--- config.mk ---
export PLATFORM = sky130hd
export DESIGN_NAME = pipe_stage_reg
export DESIGN_NICKNAME = d
export VERILOG_FILES = /design/src/rtl/pipe_stage_reg.sv
export SDC_FILE = /design/constraint.sdc
export NUM_CORES = 1
export LEC_CHECK = 0
export BUFFER_PORTS_ARGS = -buffer_cell sky130_fd_sc_hd__buf_2
export CAP_MARGIN = 0
export CORE_AREA = 2 2 156 158
export DETAILED_ROUTE_END_ITERATION = 12
export DIE_AREA = 0 0 158 160
export PLACE_DENSITY = 0.66
export SYNTH_ARGS = -nofsm -noshare
export SYNTH_HDL_FRONTEND = slang
export SYNTH_SLANG_ARGS = --single-unit
--- constraint.sdc ---
create_clock -name clk -period 3.1 [get_ports clk]
set_input_delay 0.62 -clock clk [delete_from_list [all_inputs] [get_ports clk]]
set_output_delay 0.62 -clock clk [all_outputs]
set_load 0.02 [all_outputs]
--- src/rtl/pipe_stage_reg.sv ---
// Inter-stage pipeline register: NFIELD packed DW-bit fields with valid/ready, stall hold,
// flush-to-bubble (optional PC retention) and a saturating stall counter. Define SKID_BUF_EN
// for a one-entry skid buffer with a registered in_ready.

module pipe_stage_field #(
  parameter int DW   = 32,
  parameter bit KEEP = 1'b0
)(
  input  logic          clk,
  input  logic          rst,
  input  logic          flush,
  input  logic          load_main,
  input  logic          load_skid,
  input  logic          sel_skid,
  input  logic [DW-1:0] in_field,
  output logic [DW-1:0] out_field
);
  logic [DW-1:0] main_src;

`ifdef SKID_BUF_EN
  logic [DW-1:0] skid_q;

  always_ff @(posedge clk or negedge rst) begin
    if (!rst)           skid_q <= '0;
    else if (flush)     skid_q <= '0;
    else if (load_skid) skid_q <= in_field;
  end

  assign main_src = sel_skid ? skid_q : in_field;
`else
  logic unused_skid;
  assign unused_skid = load_skid ^ sel_skid;
  assign main_src    = in_field;
`endif

  // A flush bubbles the slot; the PC field may survive for exception/redirect use.
  always_ff @(posedge clk or negedge rst) begin
    if (!rst) out_field <= '0;
    else if (flush) begin
      if (!KEEP) out_field <= '0;
    end
    else if (load_main) out_field <= main_src;
  end
endmodule

module pipe_stage_reg #(
  parameter int DW            = 32,
  parameter int NFIELD        = 6,
  parameter int PC_IDX        = 0,
  parameter int FLUSH_KEEP_PC = 1,
  parameter int CNT_W         = 16
)(
  input  logic                 clk,
  input  logic                 rst,
  input  logic                 in_valid,
  output logic                 in_ready,
  input  logic [NFIELD*DW-1:0] in_data,
  input  logic                 flush,
  output logic                 out_valid,
  input  logic                 out_ready,
  output logic [NFIELD*DW-1:0] out_data,
  output logic [CNT_W-1:0]     stall_cnt
);
  logic [NFIELD-1:0][DW-1:0] in_fields, out_fields;
  logic load, load_main, load_skid, sel_skid, main_free, stalled;

  assign in_fields = in_data;
  assign out_data  = out_fields;
  assign main_free = !out_valid | out_ready;
  assign stalled   = out_valid & !out_ready;
  assign load      = in_valid & in_ready;

`ifdef SKID_BUF_EN
  logic skid_valid;

  // in_ready depends only on state (and flush), never on out_ready.
  assign in_ready  = !skid_valid & !flush;
  assign sel_skid  = skid_valid;
  assign load_main = skid_valid ? main_free : (load & main_free);
  assign load_skid = load & !main_free;

  always_ff @(posedge clk or negedge rst) begin
    if (!rst)                      skid_valid <= 1'b0;
    else if (flush)                skid_valid <= 1'b0;
    else if (load_skid)            skid_valid <= 1'b1;
    else if (sel_skid & load_main) skid_valid <= 1'b0;
  end
`else
  assign in_ready  = main_free & !flush;
  assign sel_skid  = 1'b0;
  assign load_main = load;
  assign load_skid = 1'b0;
`endif

  always_ff @(posedge clk or negedge rst) begin
    if (!rst)           out_valid <= 1'b0;
    else if (flush)     out_valid <= 1'b0;
    else if (load_main) out_valid <= 1'b1;
    else if (out_ready) out_valid <= 1'b0;
  end

  always_ff @(posedge clk or negedge rst) begin
    if (!rst)                          stall_cnt <= '0;
    else if (stalled && ~&stall_cnt)   stall_cnt <= stall_cnt + 1'b1;
  end

  for (genvar k = 0; k < NFIELD; k++) begin : g_field
    pipe_stage_field #(
      .DW   (DW),
      .KEEP ((FLUSH_KEEP_PC != 0) && (k == PC_IDX))
    ) u_field (
      .clk       (clk),
      .rst       (rst),
      .flush     (flush),
      .load_main (load_main),
      .load_skid (load_skid),
      .sel_skid  (sel_skid),
      .in_field  (in_fields[k]),
      .out_field (out_fields[k])
    );
  end
endmodule

==> impl_metrics.csv, run 1 <==
group,metric,value,unit
worst_setup_path,rrSetupSlack,1.22,ns
place,gp_congestion,0.799,
finish,regArea,5230,um2
clock_network,h-tree-depth,1,
min_path,worstHoldPathType,"primary input to async pin",
global_routing,grt_antenna_before_repair,1,
synth,ys_top_cells_by_area,"dfrtp_1, nand2_1, nand3b_1, buf_2, clkbuf_1",
clock_network,cts_buffer_depth,3,
worst_setup_path,worstSetupEndpointType,"output pin",
clock_network,root_buffer,"clkbuf_16",
clock_network,cts_tree,"done",
floorplanning,ios,407,
sta,max_freq,0.469,GHz
clock_network,path_clk_slew,0.06,ns
finish,layout-drive-gt1-share,0.349,
clock_network,insertion_delay,0.50,ns
floorplanning,rows,57,
finish,nNetsFinal,1485,
sta,rsz0062_at_grt,"no",
sta,finalCritPeriodShare,0.688,
sta,hold_viol,0,
synth,synth_top_area_cell,"dfrtp_1",
finish,fillers,2335,
floorplanning,die_w,158,um
sta,finalSetupViolCount,0,
global_routing,grtUsageTotal,0.192,
detailed_routing,drcViolationCount,0,
flow_run,maxCapViolCount,0,
global_routing,first_global_vias,7434,
detailed_routing,first_pass_iters,5,
clock_network,clock-sinks,209,
place,portBuffers,406,
pwr,peakVddDrop,0.332,mV
worst_setup_path,required,2.48,ns
sta,finalCriticalPeriod,2.13,ns
finish,syn_to_final_growth,34.8,%
synth,ys_ff_latch,209,
clock_network,post-cts-setup-buffer-count,0,
detailed_routing,routed_wl,25200,um
synth,synth_top_area_frac,0.601,
finish,multi_input_area,3210,um2
worst_setup_path,worstSetupStartpointType,"register",
outcome,status,"finished clean",
synth,synthCells,908,
floorplanning,coreArea,23800,um2
worst_setup_path,worst-path-max-fanout,6,
sta,skew,0.0124,ns
synth,avgSynthCellArea,9.58,um2
synth,seq_area_frac_synth,0.601,
floorplanning,dieArea,25300,um2
detailed_routing,antenna_left,0,
synth,syn-num-nets,1106,
clock_network,numCtsBuffers,23,
sta,hold_slack,0.169,ns
pwr,powerDensity,583,nW/um2
detailed_routing,drt_iter0_drc,493,
global_routing,gr-total-overflow,0,
clock_network,postCtsResizedCells,0,
sta,tns,0,ns
detailed_routing,vias,7623,
sta,tightest_slew,0.723,ns
synth,syn_area,8700,um2
detailed_routing,wl_per_cell,15.5,um
floorplanning,initial_core_util,0.365,
detailed_routing,avgViaCountPerCell,4.69,
pwr,p_leak,6.82,nW
worst_setup_path,worstSetupPathType,"register to output pin",
sta,relSlewSlack,0.518,
global_routing,grt_max_degree,115,
floorplanning,dieHeight,160,um
clock_network,postCtsHoldBufs,0,
place,dp_hpwl,17000,um
synth,synth_warnings,0,
synth,ys_types,29,
worst_setup_path,cp.arrival,1.51,ns
global_routing,grt_pass1_wl,39400,um
sta,slew_viol_final,0,
-- worst max-delay path: stages, from the launching register on --
cell	delay, ns
dfrtp_1	0.35
nor2b_1	0.41
nor2_1	0.06
buf_2	0.19
-- sequential cells by signal, indices dropped and copies added, names as in the netlist --
signal                     cells
g_field.u_field.out_field    192
out_valid                      1
stall_cnt                     16
-- cell families after synthesis --
group | Yosys count | synth area share
simple gates | 617 | 0.347
flops | 209 | 0.601
buf+inv | 61 | 0.0306
xor+xnor | 13 | 0.0131
compound gates | 6 | 0.00532
mux | 1 | 0.00173
fa+ha+maj | 1 | 0.00144
-- cells in the final DEF (no fill, tap or decap), types with 2 or more instances in the layout --
cell,count
clkbuf_1,7
xnor2_1,6
nand3_1,5
nor2_1,9
nand3b_1,161
nand2_1,424
buf_4,3
nor4_1,3
nor3_1,3
clkbuf_16,23
dfrtp_1,209
nand4_1,3
clkbuf_8,6
xor2_1,7
buf_12,7
o211ai_1,2
buf_2,404
-- final timing paths --
path	startpoint	depth (start not counted)	end
setup reg to reg	stall_cnt[0]$_DFFE_PN0P_	5	stall_cnt[1]$_DFFE_PN0P_
min in group clk	in_data[97]	3	g_field[3].u_field.out_field[1]$_DFFE_PN0P_
hold / removal	rst	1	stall_cnt[12]$_DFFE_PN0P_
hold reg to reg	g_field[0].u_field.out_field[1]$_DFFE_PN0P_	2	g_field[0].u_field.out_field[1]$_DFFE_PN0P_
max in group asynchronous	rst	2	g_field[5].u_field.out_field[17]$_DFFE_PN0P_
setup / recovery	out_valid$_DFFE_PN0P_	3	in_ready
-- layout make-up --
| cell class | instances | area share |
|---|---|---|
| flip-flops and latches | 209 | 0.446 |
| well taps | 324 | 0.0346 |
| diodes | 1 | 0.000213 |
| multi-input cells | 638 | 0.274 |
| clock buffers | 35 | 0.0572 |
| clock inverters | 2 | 0.00117 |
| repair buffers | 415 | 0.187 |
-- report_power, final --
part           leakage (nW)  total [mW]  switching, mW  internal, mW
Combinational          3.73        1.20          0.768         0.428
Sequential             2.75        3.13          0.160          2.97
Clock                 0.336        2.51           1.04          1.48
Total                  6.82        6.84           1.97          4.87
-- per-layer routing --
layer  vias up  part of all wire  GRT usage
met5         -                 0          0
met4         0             0.023     0.0557
met3        37             0.094     0.0583
met2       319              0.47      0.318
met1      3609              0.41      0.244
li1       3658                 -          -
-- metrics by stage --
step                cell area [um2]  std cells  setup WS [ns]  power, mW   util
floorplan                      8700        908           1.22       3.81      -
global placement              11000       1586          0.868       4.36  0.464
detailed placement            11000       1586          0.858       4.38  0.464
CTS                           11700       1623          0.916       6.94  0.492
global route                  11700       1624          0.870       7.18  0.492
finish                        11700       1624          0.967       6.84  0.492
-- Yosys cell counts (all sizes together) --
library cell,count
clkbuf,27
ha,1
nand2,424
dfrtp,209
buf,34
nor3,3
o21a,1
o21ai,1
nor4,5
nand4,5
xor2,7
xnor2,6
nand2b,1
nor3b,1
mux2,1
o211ai,2
o2111ai,1
nor2,10
nor2b,1
o21ba,1
nand3b,161
nand3,6
No activity file was read; power rests on OpenSTA's default activity.
==> run 2: changes to the inputs <==
--- a/config.mk
+++ b/config.mk
@@ -10,7 +10,7 @@
 export CORE_AREA = 2 2 156 158
 export DETAILED_ROUTE_END_ITERATION = 12
 export DIE_AREA = 0 0 158 160
-export PLACE_DENSITY = 0.66
+export PLACE_DENSITY = 0.68
 export SYNTH_ARGS = -nofsm -noshare
 export SYNTH_HDL_FRONTEND = slang
 export SYNTH_SLANG_ARGS = --single-unit
==> constraint.sdc (replaced) <==
create_clock -name clk -period 1.84 [get_ports clk]
set_input_delay 0.368 -clock clk [delete_from_list [all_inputs] [get_ports clk]]
set_output_delay 0.368 -clock clk [all_outputs]
set_load 0.02 [all_outputs]
==> run 2 against run 1 <==
Sequential cell count did not move. Highest routed layer unchanged. Critical path depth rose by 1. Via count rose by 2.1%. Largest power group unchanged.
==> impl_metrics.csv, run 2 (synthesis results as in run 1) <==
group,metric,value,unit
outcome,status,"finished clean",
finish,mostFrequentLayoutCells,"nand2_1, buf_2, dfrtp_1",
place,portBuffers,406,
global_routing,grt_pass1_wl,40800,um
sta,rsz0062_at_grt,"no",
worst_setup_path,crit_chain,"nor2b_2 -> buf_4 -> nor2_4 -> buf_6",
worst_setup_path,rr_worst_depth,4,
pwr,finalPower,11.9,mW
place,dp_hpwl,18200,um
place,pre_cts_slack,0.165,ns
worst_setup_path,slowest_delay,0.38,ns
sta,setup_ws,0.0655,ns
worst_setup_path,worstSetupPathType,"register to output pin",
sta,slew_viol_final,0,
floorplanning,initial_core_util,0.365,
finish,reg_top3,"g_field.u_field.out_field x192, stall_cnt x16, out_valid x1",
pwr,powerDensity,992,nW/um2
global_routing,gr-total-overflow,0,
clock_network,clock-sinks,209,
detailed_routing,first_pass_iters,7,
global_routing,first_global_vias,7956,
detailed_routing,vias,7783,
sta,relSlewSlack,0.576,
global_routing,grt_max_degree,87,
global_routing,grtUsageTotal,0.199,
detailed_routing,avgViaCountPerCell,4.71,
sta,hold_slack,0.0487,ns
pwr,peakVddDrop,0.733,mV
sta,finalCriticalPeriod,1.77,ns
worst_setup_path,path_delay_family,"flip-flops",
sta,tns,0,ns
sta,finalSetupViolCount,0,
flow_run,maxCapViolCount,0,
sta,hold_viol,0,
floorplanning,die_w,158,um
min_path,min_path_cells,3,
place,gp_congestion,0.807,
floorplanning,rows,57,
finish,syn_to_final_growth,38.2,%
worst_setup_path,required,1.47,ns
clock_network,numCtsBuffers,23,
pwr,p_leak,6.99,nW
detailed_routing,wl_per_cell,15.4,um
finish,final_common_cell,"nand2_1",
floorplanning,dieArea,25300,um2
finish,fillers,2326,
clock_network,cts_buffer_depth,3,
worst_setup_path,worstSetupEndpointType,"output pin",
worst_setup_path,worstSetupStartpointType,"register",
finish,largest_reg_flops,192,
detailed_routing,routed_wl,25500,um
clock_network,insertion_delay,0.50,ns
min_path,worstHoldPathType,"primary input to register",
global_routing,grt_antenna_before_repair,1,
sta,max_freq,0.564,GHz
clock_network,h-tree-depth,1,
clock_network,cts_tree,"done",
worst_setup_path,crit_buf_inv,2,
worst_setup_path,path_depth,4,
floorplanning,coreArea,23800,um2
sta,finalCritPeriodShare,0.964,
sta,skew,0.00812,ns
detailed_routing,drcViolationCount,0,
worst_setup_path,worst-path-max-fanout,5,
floorplanning,ios,407,
sta,tightest_slew,0.636,ns
clock_network,path_clk_slew,0.06,ns
worst_setup_path,worst_path_max_delay_cell,"dfrtp_1",
worst_setup_path,cp.arrival,1.41,ns
finish,layout-drive-gt1-share,0.364,
clock_network,root_buffer,"clkbuf_16",
floorplanning,dieHeight,160,um
finish,nNetsFinal,1512,
finish,largest-register,"g_field.u_field.out_field",
detailed_routing,antenna_left,0,
detailed_routing,drt_iter0_drc,494,
run 2: through the flow:
step / util / area [um2] / instances
final: 0.505 / 12000 / 1653
after global routing: 0.505 / 12000 / 1653
after CTS: 0.504 / 12000 / 1652
after detailed placement: 0.472 / 11200 / 1611
after global placement: 0.472 / 11200 / 1611
after floorplan: - / 8700 / 908
run 2: repair_timing:
action                                 4_1_cts  5_1_grt
gates cloned                                 0        0
gates resized for setup                      2        3
endpoints found under the hold margin       27        0
buffers inserted                             1        0
setup endpoints to repair                    1        1
hold buffers                                 1        0
run 2: path summary, 6_finish.rpt:
kind	startpoint	end	slack (ns)
min in group asynchronous	rst	g_field[1].u_field.out_field[27]$_DFFE_PN0P_	0.36
worst max-delay path	out_valid$_DFFE_PN0P_	in_ready	0.07
worst min-delay path	in_data[83]	g_field[2].u_field.out_field[19]$_DFFE_PN0P_	0.05
max in group asynchronous	rst	g_field[1].u_field.out_field[4]$_DFFE_PN0P_	0.90
worst max register to register	stall_cnt[4]$_DFFE_PN0P_	stall_cnt[13]$_DFFE_PN0P_	0.15
worst min register to register	g_field[0].u_field.out_field[19]$_DFFE_PN0P_	g_field[0].u_field.out_field[19]$_DFFE_PN0P_	0.47
run 2: layout make-up:
class                           count  area (um2)  area share
Clock buffer                       35         671      0.0558
Antenna cell                        1        2.50    0.000208
Tap cell                          324         405      0.0337
Multi-Input combinational cell    638        3220       0.268
Sequential cell                   209        5230       0.435
Timing Repair Buffer              442        2420       0.202
Clock inverter                      4        70.1     0.00583
run 2: power by group:
group	total [mW]	internal [mW]	switching [mW]
Sequential	5.27	5.00	0.272
Combinational	2.08	0.767	1.31
Clock	4.57	2.77	1.80
run 2: worst min-delay path, delay by kind of cell:
family,cells,cell delay (ns)
buf+inv,1,0.07
simple gates,2,0.08
run 2: per-layer routing:
metal	share of wire	vias to the layer above	GRT usage
met2	0.49	300	0.347
li1	-	3720	-
met4	0.023	0	0.0553
met3	0.090	44	0.0583
met5	0	-	0
met1	0.39	3719	0.239
==> run 3: changes to the inputs <==
--- a/config.mk
+++ b/config.mk
@@ -8,8 +8,10 @@
 export BUFFER_PORTS_ARGS = -buffer_cell sky130_fd_sc_hd__buf_2
 export CAP_MARGIN = 0
 export CORE_AREA = 2 2 156 158
+export CTS_CLUSTER_SIZE = 40
 export DETAILED_ROUTE_END_ITERATION = 12
 export DIE_AREA = 0 0 158 160
+export MAX_ROUTING_LAYER = met4
 export PLACE_DENSITY = 0.68
 export SYNTH_ARGS = -nofsm -noshare
 export SYNTH_HDL_FRONTEND = slang
==> run 3 against run 2 <==
Sequential share of layout area unchanged. Die area unchanged. Critical path type unchanged. Non-clock buffer count unchanged. Core utilization unchanged. Count of clock-buffer cells in the layout unchanged. Sequential cell count unchanged. Largest cell class unchanged.
==> impl_metrics.csv, run 3 (synthesis results as in run 1) <==
group,metric,value,unit
floorplanning,ios,407,
global_routing,grt_max_degree,87,
clock_network,clock-sinks,209,
sta,skew,0.00968,ns
pwr,peakVddDrop,0.737,mV
pwr,p_switching,3.39,mW
floorplanning,coreArea,23800,um2
global_routing,grtUsageTotal,0.205,
finish,largest_reg_flops,192,
worst_setup_path,worstSetupEndpointType,"output pin",
place,dp_hpwl,18200,um
worst_setup_path,worst_path_max_delay_cell,"dfrtp_1",
sta,finalCriticalPeriod,1.77,ns
worst_setup_path,worst-path-max-fanout,5,
detailed_routing,drcViolationCount,0,
detailed_routing,wl_per_cell,15.5,um
pwr,p_leak,6.99,nW
global_routing,busiest_layer,"met2",
worst_setup_path,required,1.47,ns
sta,relSlewSlack,0.583,
sta,hold_viol,0,
outcome,status,"finished clean",
finish,largest-register,"g_field.u_field.out_field",
global_routing,gr-total-overflow,0,
finish,multi_input_area,3220,um2
finish,regArea,5230,um2
global_routing,grt_antenna_before_repair,1,
finish,reg_top3,"g_field.u_field.out_field x192, stall_cnt x16, out_valid x1",
finish,syn_to_final_growth,38.2,%
worst_setup_path,cp.arrival,1.40,ns
clock_network,cts_tree,"done",
floorplanning,dieArea,25300,um2
place,portBuffers,406,
worst_setup_path,worstSetupStartpointType,"register",
detailed_routing,drt_iter0_drc,536,
finish,fillers,2326,
sta,rsz0062_at_grt,"no",
floorplanning,die_w,158,um
min_path,worstHoldPathType,"primary input to register",
sta,tns,0,ns
global_routing,met3_usage,0.0472,
floorplanning,dieHeight,160,um
worst_setup_path,slowest_delay,0.38,ns
worst_setup_path,path_delay_family,"flip-flops",
detailed_routing,antenna_left,0,
sta,max_freq,0.565,GHz
clock_network,insertion_delay,0.50,ns
floorplanning,rows,57,
clock_network,h-tree-depth,1,
sta,finalCritPeriodShare,0.962,
detailed_routing,vias,7801,
finish,nNetsFinal,1512,
place,gp_congestion,0.819,
pwr,clkPwrFrac,0.384,
pwr,switching_share,0.284,
pwr,combPwrFrac,0.174,
global_routing,first_global_vias,7968,
detailed_routing,routed_wl,25600,um
finish,mostFrequentLayoutCells,"nand2_1, buf_2, dfrtp_1",
global_routing,met2_usage,0.346,
worst_setup_path,crit_chain,"nor2b_2 -> buf_4 -> nor2_4 -> buf_6",
finish,final_util,0.505,
sta,tightest_slew,0.625,ns
detailed_routing,avgViaCountPerCell,4.72,
worst_setup_path,worstSetupPathType,"register to output pin",
pwr,p_seq_frac,0.442,
clock_network,path_clk_slew,0.06,ns
pwr,powerDensity,992,nW/um2
global_routing,grt_pass1_wl,40800,um
detailed_routing,first_pass_iters,6,
global_routing,grt_use_met1,0.247,
clock_network,cts_buffer_depth,3,
worst_setup_path,crit_buf_inv,2,
clock_network,root_buffer,"clkbuf_16",
clock_network,numCtsBuffers,23,
finish,layout-drive-gt1-share,0.364,
flow_run,maxCapViolCount,0,
pwr,intPower,8.54,mW
finish,final_common_cell,"nand2_1",
sta,finalSetupViolCount,0,
sta,slew_viol_final,0,
floorplanning,initial_core_util,0.365,
[run 3: final timing paths]
| kind | start | end | slack [ns] | cells past startpoint |
|---|---|---|---|---|
| max | out_valid$_DFFE_PN0P_ | in_ready | 0.07 | 4 |
| min in group asynchronous | rst | g_field[1].u_field.out_field[27]$_DFFE_PN0P_ | 0.37 | 2 |
| min | in_data[83] | g_field[2].u_field.out_field[19]$_DFFE_PN0P_ | 0.05 | 3 |
| max reg2reg | stall_cnt[4]$_DFFE_PN0P_ | stall_cnt[13]$_DFFE_PN0P_ | 0.15 | 4 |
| min reg2reg | g_field[0].u_field.out_field[19]$_DFFE_PN0P_ | g_field[0].u_field.out_field[19]$_DFFE_PN0P_ | 0.47 | 2 |
| max in group asynchronous | rst | g_field[1].u_field.out_field[9]$_DFFE_PN0P_ | 0.90 | 3 |
[run 3: through the flow]
step | area [um2] | power, mW | hold slack, ns | setup slack [ns] | cells
floorplan | 8700 | 6.43 | 0.0724 | 0.0457 | 908
global route | 12000 | 12.5 | 0.0237 | 0.0109 | 1653
detailed placement | 11200 | 7.44 | 0.323 | 0.165 | 1611
CTS | 12000 | 12.1 | 0.0226 | 0.00674 | 1652
finish | 12000 | 11.9 | 0.0485 | 0.0694 | 1653
global placement | 11200 | 7.40 | 0.322 | 0.173 | 1611
[run 3: layout make-up]
cell class | instances | area share
Timing Repair Buffer | 442 | 0.202
Sequential cell | 209 | 0.435
Tap cell | 324 | 0.0337
Antenna cell | 1 | 0.000208
Clock buffer | 35 | 0.0558
Clock inverter | 4 | 0.00583
Multi-Input combinational cell | 638 | 0.268
[run 3: power by group through the flow]
| stage | Combinational, mW | Clock [mW] | Sequential (mW) |
|---|---|---|---|
| 2_1_floorplan | 0.595 | 0 | 5.83 |
| 3_3_place_gp | 2.07 | 0 | 5.32 |
| 3_5_place_dp | 2.10 | 0 | 5.34 |
| 4_1_cts | 2.11 | 4.71 | 5.27 |
| 5_1_grt | 2.27 | 4.92 | 5.32 |
| 6_report | 2.08 | 4.58 | 5.27 |
[run 3: metal layers]
| metal | vias to the layer above | routed length (um) |
|---|---|---|
| met4 | 0 | 574 |
| met1 | 3719 | 10300 |
| met3 | 45 | 2050 |
| met2 | 315 | 12700 |
| met5 | - | 0 |
| li1 | 3722 | - |
[run 3: worst register-to-register path, stage by stage (launching register included)]
cell and delay, ns:
dfrtp_1 0.45, nand4_1 0.28, nor4_2 0.48, o2111ai_1 0.21, xnor2_1 0.16
[run 3: timing repair]
item	CTS	global route
gates resized for setup	2	3
endpoints found under the hold margin	27	0
buffers inserted	1	0
hold buffers	1	0
setup endpoints to repair	1	1
pin swaps	0	0
